<file path="src/rtl/alu_muldiv_sequencer.sv">
// Multi-cycle MUL/DIVU/REMU sequencer that borrows the shared execute-stage ALU
// for one shift-add (MUL) or restoring-divide step per clock.
module alu_muldiv_sequencer #(
    parameter int XLEN  = 32,
    parameter int CNT_W = 6
) (
    input  logic            clk,
    input  logic            rst_n,
    input  logic            start_valid,
    output logic            start_ready,
    input  logic [1:0]      op,
    input  logic [XLEN-1:0] src_a,
    input  logic [XLEN-1:0] src_b,
    output logic            res_valid,
    input  logic            res_ready,
    output logic [XLEN-1:0] result,
    output logic            busy,
    output logic [XLEN-1:0] alu_a,
    output logic [XLEN-1:0] alu_b,
    output logic [3:0]      alu_ctrl,
    input  logic [XLEN-1:0] alu_result
);

    localparam logic [1:0] OP_MUL  = 2'b00;
    localparam logic [1:0] OP_DIVU = 2'b01;
    localparam logic [1:0] OP_REMU = 2'b10;
    localparam logic [3:0] ALU_ADD = 4'b0010;
    localparam logic [3:0] ALU_SUB = 4'b0110;
    localparam logic [CNT_W-1:0] CNT_LAST = CNT_W'(XLEN - 1);

    typedef enum logic [1:0] {
        S_IDLE = 2'd0,
        S_RUN  = 2'd1,
        S_DONE = 2'd2
    } state_t;

    state_t state, state_nxt;

    logic [1:0]       op_q;
    logic [CNT_W-1:0] cnt;
    logic [XLEN-1:0]  divisor;
    logic [XLEN-1:0]  acc, mcand, mplier;
    logic [XLEN-1:0]  rem, quot;

    logic             accept;
    logic             is_div;
    logic             skip_run;
    logic [XLEN-1:0]  sh;
    logic             ge;

    assign accept   = start_valid && (state == S_IDLE);
    assign is_div   = (op == OP_DIVU) || (op == OP_REMU);
    // Reserved op and divide-by-zero finish without iterating.
    assign skip_run = (op == 2'b11) || (is_div && (src_b == '0));

    // Restoring-divide step; the 33-bit compare keeps rem's top bit that the shift drops.
    assign sh = {rem[XLEN-2:0], quot[XLEN-1]};
    assign ge = ({rem[XLEN-1], sh} >= {1'b0, divisor});

    // State register
    always_ff @(posedge clk or negedge rst_n) begin
        if (!rst_n) state <= S_IDLE;
        else        state <= state_nxt;
    end

    // Next-state logic
    always_comb begin
        state_nxt = state;
        case (state)
            S_IDLE: if (accept) state_nxt = skip_run ? S_DONE : S_RUN;
            S_RUN:  if (cnt == CNT_LAST) state_nxt = S_DONE;
            S_DONE: if (res_ready) state_nxt = S_IDLE;
            default: state_nxt = S_IDLE;
        endcase
    end

    // Output logic: ALU drive depends only on registered state.
    always_comb begin
        start_ready = (state == S_IDLE);
        res_valid   = (state == S_DONE);
        busy        = (state != S_IDLE);
        alu_a       = '0;
        alu_b       = '0;
        alu_ctrl    = 4'b0000;
        result      = '0;
        if (state == S_RUN) begin
            if (op_q == OP_MUL) begin
                alu_a    = acc;
                alu_b    = mcand;
                alu_ctrl = ALU_ADD;
            end else begin
                alu_a    = sh;
                alu_b    = divisor;
                alu_ctrl = ALU_SUB;
            end
        end
        if (state == S_DONE) begin
            case (op_q)
                OP_MUL:  result = acc;
                OP_DIVU: result = quot;
                OP_REMU: result = rem;
                default: result = '0;
            endcase
        end
    end

    // Datapath
    always_ff @(posedge clk or negedge rst_n) begin
        if (!rst_n) begin
            op_q    <= '0;
            cnt     <= '0;
            divisor <= '0;
            acc     <= '0;
            mcand   <= '0;
            mplier  <= '0;
            rem     <= '0;
            quot    <= '0;
        end else if (accept) begin
            op_q    <= op;
            cnt     <= '0;
            divisor <= src_b;
            acc     <= '0;
            mcand   <= src_a;
            mplier  <= src_b;
            rem     <= '0;
            quot    <= src_a;
            if (is_div && (src_b == '0)) begin
                quot <= '1;
                rem  <= src_a;
            end
        end else if (state == S_RUN) begin
            cnt <= cnt + 1'b1;
            if (op_q == OP_MUL) begin
                if (mplier[0]) acc <= alu_result;
                mcand  <= mcand << 1;
                mplier <= mplier >> 1;
            end else begin
                rem  <= ge ? alu_result : sh;
                quot <= {quot[XLEN-2:0], ge};
            end
        end
    end

endmodule

</file>
<file path="config.mk">
export PLATFORM = sky130hd
export DESIGN_NAME = alu_muldiv_sequencer
export DESIGN_NICKNAME = d
export VERILOG_FILES = /design/src/rtl/alu_muldiv_sequencer.sv
export SDC_FILE = /design/constraint.sdc
export NUM_CORES = 1
export LEC_CHECK = 0
export CORE_MARGIN = 2
export CORE_UTILIZATION = 33
export CTS_BUF_LIST = sky130_fd_sc_hd__clkbuf_4 sky130_fd_sc_hd__clkbuf_8
export DETAILED_ROUTE_END_ITERATION = 8
export DONT_BUFFER_PORTS = 1
export PLACE_DENSITY = 0.44
export SETUP_SLACK_MARGIN = 0.05
export SLEW_MARGIN = 5
export SYNTH_ARGS = -nofsm -noshare
export SYNTH_HDL_FRONTEND = slang
export SYNTH_SLANG_ARGS = --single-unit
export TNS_END_PERCENT = 100
</file>
<file path="constraint.sdc">
create_clock -name clk -period 2.7 [get_ports clk]
set_input_delay 0.54 -clock clk [delete_from_list [all_inputs] [get_ports clk]]
set_output_delay 0.54 -clock clk [all_outputs]
set_load 0.1 [all_outputs]
</file>
; ---- Yosys cells after proc, flatten, opt, wreduce, memory -nomap -nowiden
; Cells that the tools add are included.
[op_classes]
addsub = 1
n_lt_le_gt_ge = 1
eq_ne = 12
muxes = 34
n_reduce_logical = 15
[op_table]
columns = op, count
row1 = $mux W32, 24
row2 = $pmux W32 S3, 1
row3 = $ge A33 B32 Y1, 1
row4 = $logic_not A32 Y1, 1
row5 = $mux W6, 2
row6 = $eq A2 B2 Y1 const B, 4
row7 = $mux W2, 4
row8 = $reduce_bool A2 Y1, 4
row9 = $add A6 B1 Y6 const B, 1
row10 = $eq A2 B1 Y1 const B, 3
row11 = $eq A6 B5 Y1 const B, 1
row12 = $mux W3, 2
row13 = $pmux W2 S3, 1
row14 = $reduce_and A3 Y1, 2
row15 = $logic_not A2 Y1, 2
row16 = $ne A2 B1 Y1 const B, 2
row17 = $ne A2 B2 Y1 const B, 2
row18 = $reduce_and A2 Y1, 2
row19 = $logic_and A1 B1 Y1, 2
row20 = $logic_or A1 B1 Y1, 2
[totals]
reg_bits = 202
input_bits = 102
output_inout_bits = 103

; ---- Longest topological paths before layout
[logic_depth]
ltp_word = 7
depth_mapped = 10
mapped_depth_nobuf = 9

; ---- Worst setup path before layout
; No wires, ideal clock.
[synth_path]
path_kind = reg-to-output
from = register op_q[1]
to = output alu_a[10]
arrival_ps = 2930
required_ps = 2160
slack_ps = -770
path_stages_with_launch = 8
n_path_buf = 4
cell_sequence = dfrtp_1 -> clkbuf_1 -> or2_2 -> clkbuf_1 -> clkbuf_1 -> buf_1 -> nand2_1 -> a21oi_1
[synth_via]
elab_chain_cells = 3
[synth_lines]
columns = item, line
row1 = start: declaration, 39  ; logic [1:0] op_q;
row2 = start signal: assignment, 119  ; op_q <= op;
row3 = $logic_not A2 Y1, 87  ; if (op_q == OP_MUL) begin
row4 = $mux W32, 87
row5 = $mux W32, 86  ; if (state == S_RUN) begin
row6 = end: declaration, 18  ; output logic [XLEN-1:0] alu_a,
; Every way passes these cells.

; ---- Worst setup path after layout
[layout_path]
from = register op_q[0]
to = output alu_a[1]
; Same word-level chain as after synthesis.

==> run_results.csv <==
group,metric,value,unit
floorplan,num_rows,68,
grt,groute.usage.overall,23.4,%
route,drtPass1Iterations,6,
min_path,hold_class,"in -> async",
sta,fin_ws,0.0618,ns
sta,slew_headroom,51.4,%
critical_path,rr_startpoint,"rem[25]",
sta,fin_crit_sh,97.7,%
sta,clock_skew,0.0243,ns
critical_path,endpoint_kind,"primary output",
floorplan,core_region_area,0.0345,mm²
placed_design,numPortBuffers,0,
placed_design,dp_hpwl,30300,µm
critical_path,crit_path_max_fanout,31,
route,routed_wl,44000,µm
route,route.detailed.drc,0,
route,detail-route-antenna-nets,0,
clocking,clock_latency,0.55,ns
synthesis,synth_seq_cells,202,
critical_path,crit_top_cell,"buf_12",
placed_design,gp_congestion,0.831,
route,via_per_inst,5.33,
synthesis,syn_area_per_cell,8.14,µm²
clocking,numCtsBuffers,41,
synthesis,yosys.cell_types.count,47,
route,routedWlPerCell,21.9,µm
sta,worstMarginPinSlew,0.728,ns
critical_path,path_cells,"or2_4 -> buf_12 -> nand2_1 -> a21oi_4 -> buf_12",
outcome,outcome,"complete, but fails checks",
cells_and_area,synthToLayoutAreaGrowth,40.8,%
synthesis,synthesis.area,0.0115,mm²
sta,finalSetupTns,0,ns
cells_and_area,finish.utilization,47.1,%
critical_path,cp.arrival,2.10,ns
clocking,tritoncts,"built",
clocking,htreeDepth,2,
run,max_cap_viol_count,0,
floorplan,die_h,191,µm
placed_design,pre_cts_ws,0.0418,ns
synthesis,synthFlopType,"dfrtp_1",
route,drtIter0Drc,751,
synthesis,synth_edf_count,0,
grt,grt_max_degree,203,
floorplan,ios,205,
clocking,root_buffer,"clkbuf_8",
critical_path,crit_path_start,"op_q[0]",
sta,final_hold_viol_count,202,
sta,finalSetupViolCount,0,
grt,grt_overflow,0,
route,vias,10702,
cells_and_area,antennaDiodeCount,0,
critical_path,critPathLaunchType,"flip-flop",
critical_path,max_stage_delay,0.49,ns
sta,whs,-0.291,ns
cells_and_area,drive_above_1_share,23.7,%
sta,max_freq,0.379,GHz
cells_and_area,design_area,0.0162,mm²
critical_path,crit_required,2.16,ns
synthesis,async_flop_share,100,%
clocking,clockBufferDepth,3,
floorplan,initial_core_util,33.5,%
floorplan,die_w,191,µm
clocking,cts_sinks,202,
grt,antenna_found_initial,0,
outcome,violations,"hold timing",
synthesis,ys_warn_count,0,
sta,min_period,2.64,ns
grt,grt_pass1_wl,65600,µm
sta,slew_violations,0,
cells_and_area,final_nets,1659,
synthesis,syn_inst,1416,
floorplan,die_area,0.0365,mm²
critical_path,critical_path_class,"reg -> out",
synthesis,yosysSeqAreaShare,43.8,%
clocking,clk_pin_slew,0.06,ns
critical_path,cp_slowest_cell,"dfrtp_2",
grt,grt_pass1_vias,10586,
sta,rsz0062_at_grt,"true",
placed_design,place_area,0.0150,mm²
-- critical path, delay by kind of cell (launching register included) --
family,cells,cell delay (ns)
AO/OA/AOI/OAI,1,0.25
buffers and inverters,2,0.44
flip-flops,1,0.49
AND/OR/NAND/NOR,2,0.37
-- layout make-up --
class	count	area (µm²)
timing repair buffer	171	2790
tap	455	569
fill	3333	18200
clock buffer	67	841
inverter	37	143
multi-input combinational	1070	6770
sequential	202	5060
clock inverter	6	57.6
-- final timing paths --
check                        endpoint  slack (ns)  depth (start not counted)
max                          alu_a[1]        0.06                          5
min                        mplier[28]       -0.29                          0
max reg2reg                   rem[23]        0.19                         10
min reg2reg                mplier[29]        0.49                          2
max in group asynchronous     quot[5]        2.71                          0
min in group clk              acc[29]        0.11                          2
-- logic make-up (layout without fill, tap and decap cells) --
group           count (synthesis)  count (layout)  share of synthesized area, %
compound gates                389             389                          17.8
xor+xnor                        1               1                        0.0760
fa+ha+maj                      34              34                          3.69
buf+inv                       145             281                          5.22
flops                         202             202                          43.8
mux                           124             124                          10.8
other cells                     1               2                        0.0325
simple gates                  520             520                          18.6
-- cell usage after synthesis (4+ instances only) --
| master | number | share of area [%] |
|---|---|---|
| a31oi_1 | 32 | 1.7 |
| buf_1 | 13 | 0.42 |
| inv_1 | 37 | 1.2 |
| o21ai_1 | 30 | 1.3 |
| o21ai_0 | 169 | 7.3 |
| nand2_1 | 341 | 11 |
| mux2i_1 | 124 | 11 |
| nor4_1 | 6 | 0.33 |
| dfrtp_1 | 202 | 44 |
| a21oi_1 | 139 | 6.0 |
| nand4_1 | 8 | 0.43 |
| ha_1 | 34 | 3.7 |
| nand3_1 | 8 | 0.35 |
| nor2_1 | 107 | 3.5 |
| and3_1 | 33 | 1.8 |
| buf_2 | 13 | 0.56 |
| nand2b_1 | 4 | 0.22 |
| a21o_1 | 5 | 0.33 |
| clkbuf_1 | 77 | 2.5 |
-- per-stage QoR --
stage          hold slack, ns  instances
2_1_floorplan           0.244       1417
5_1_grt                -0.327       2008
3_5_place_dp            0.259       1921
4_1_cts                -0.322       1994
3_3_place_gp            0.261       1921
6_report               -0.291       2008
-- cells in the final DEF (no fill, tap or decap), types with 8 or more instances in the layout --
master	count
a21oi_1	70
a21oi_4	63
a31oi_1	32
and3_1	32
buf_12	107
buf_4	49
clkbuf_4	13
clkbuf_8	54
dfrtp_1	200
ha_1	34
inv_1	35
mux2i_1	124
nand2_1	340
nand3_1	8
nand4_1	8
nor2_1	72
nor2_2	34
o21ai_0	168
o21ai_1	31
-- registers in the layout, summed over array words and instances (netlist names) --
signal   cells
acc         32
divisor     32
mcand       32
mplier      32
quot        32
rem         32
cnt          6
op_q         2
state        2
-- what timing repair did --
action,4_1_cts,5_1_grt
gates cloned,0,6
endpoints found under the setup margin,97,122
pin swaps,0,4
resized for setup,17,21
endpoints found under the hold margin,202,202
buffers inserted,0,8
-- per-layer routing --
metal | up-vias | track usage [%] | wire (µm)
li1 | 5059 | - | -
met3 | 64 | 4.81 | 2990
met5 | - | 0 | 0
met2 | 354 | 33.5 | 18800
met1 | 5225 | 35.5 | 21100
met4 | 0 | 6.53 | 1080
Power is left out: the tool's default activity adds up to more than one toggle a clock period on the data nets, which glitch-free logic cannot reach.
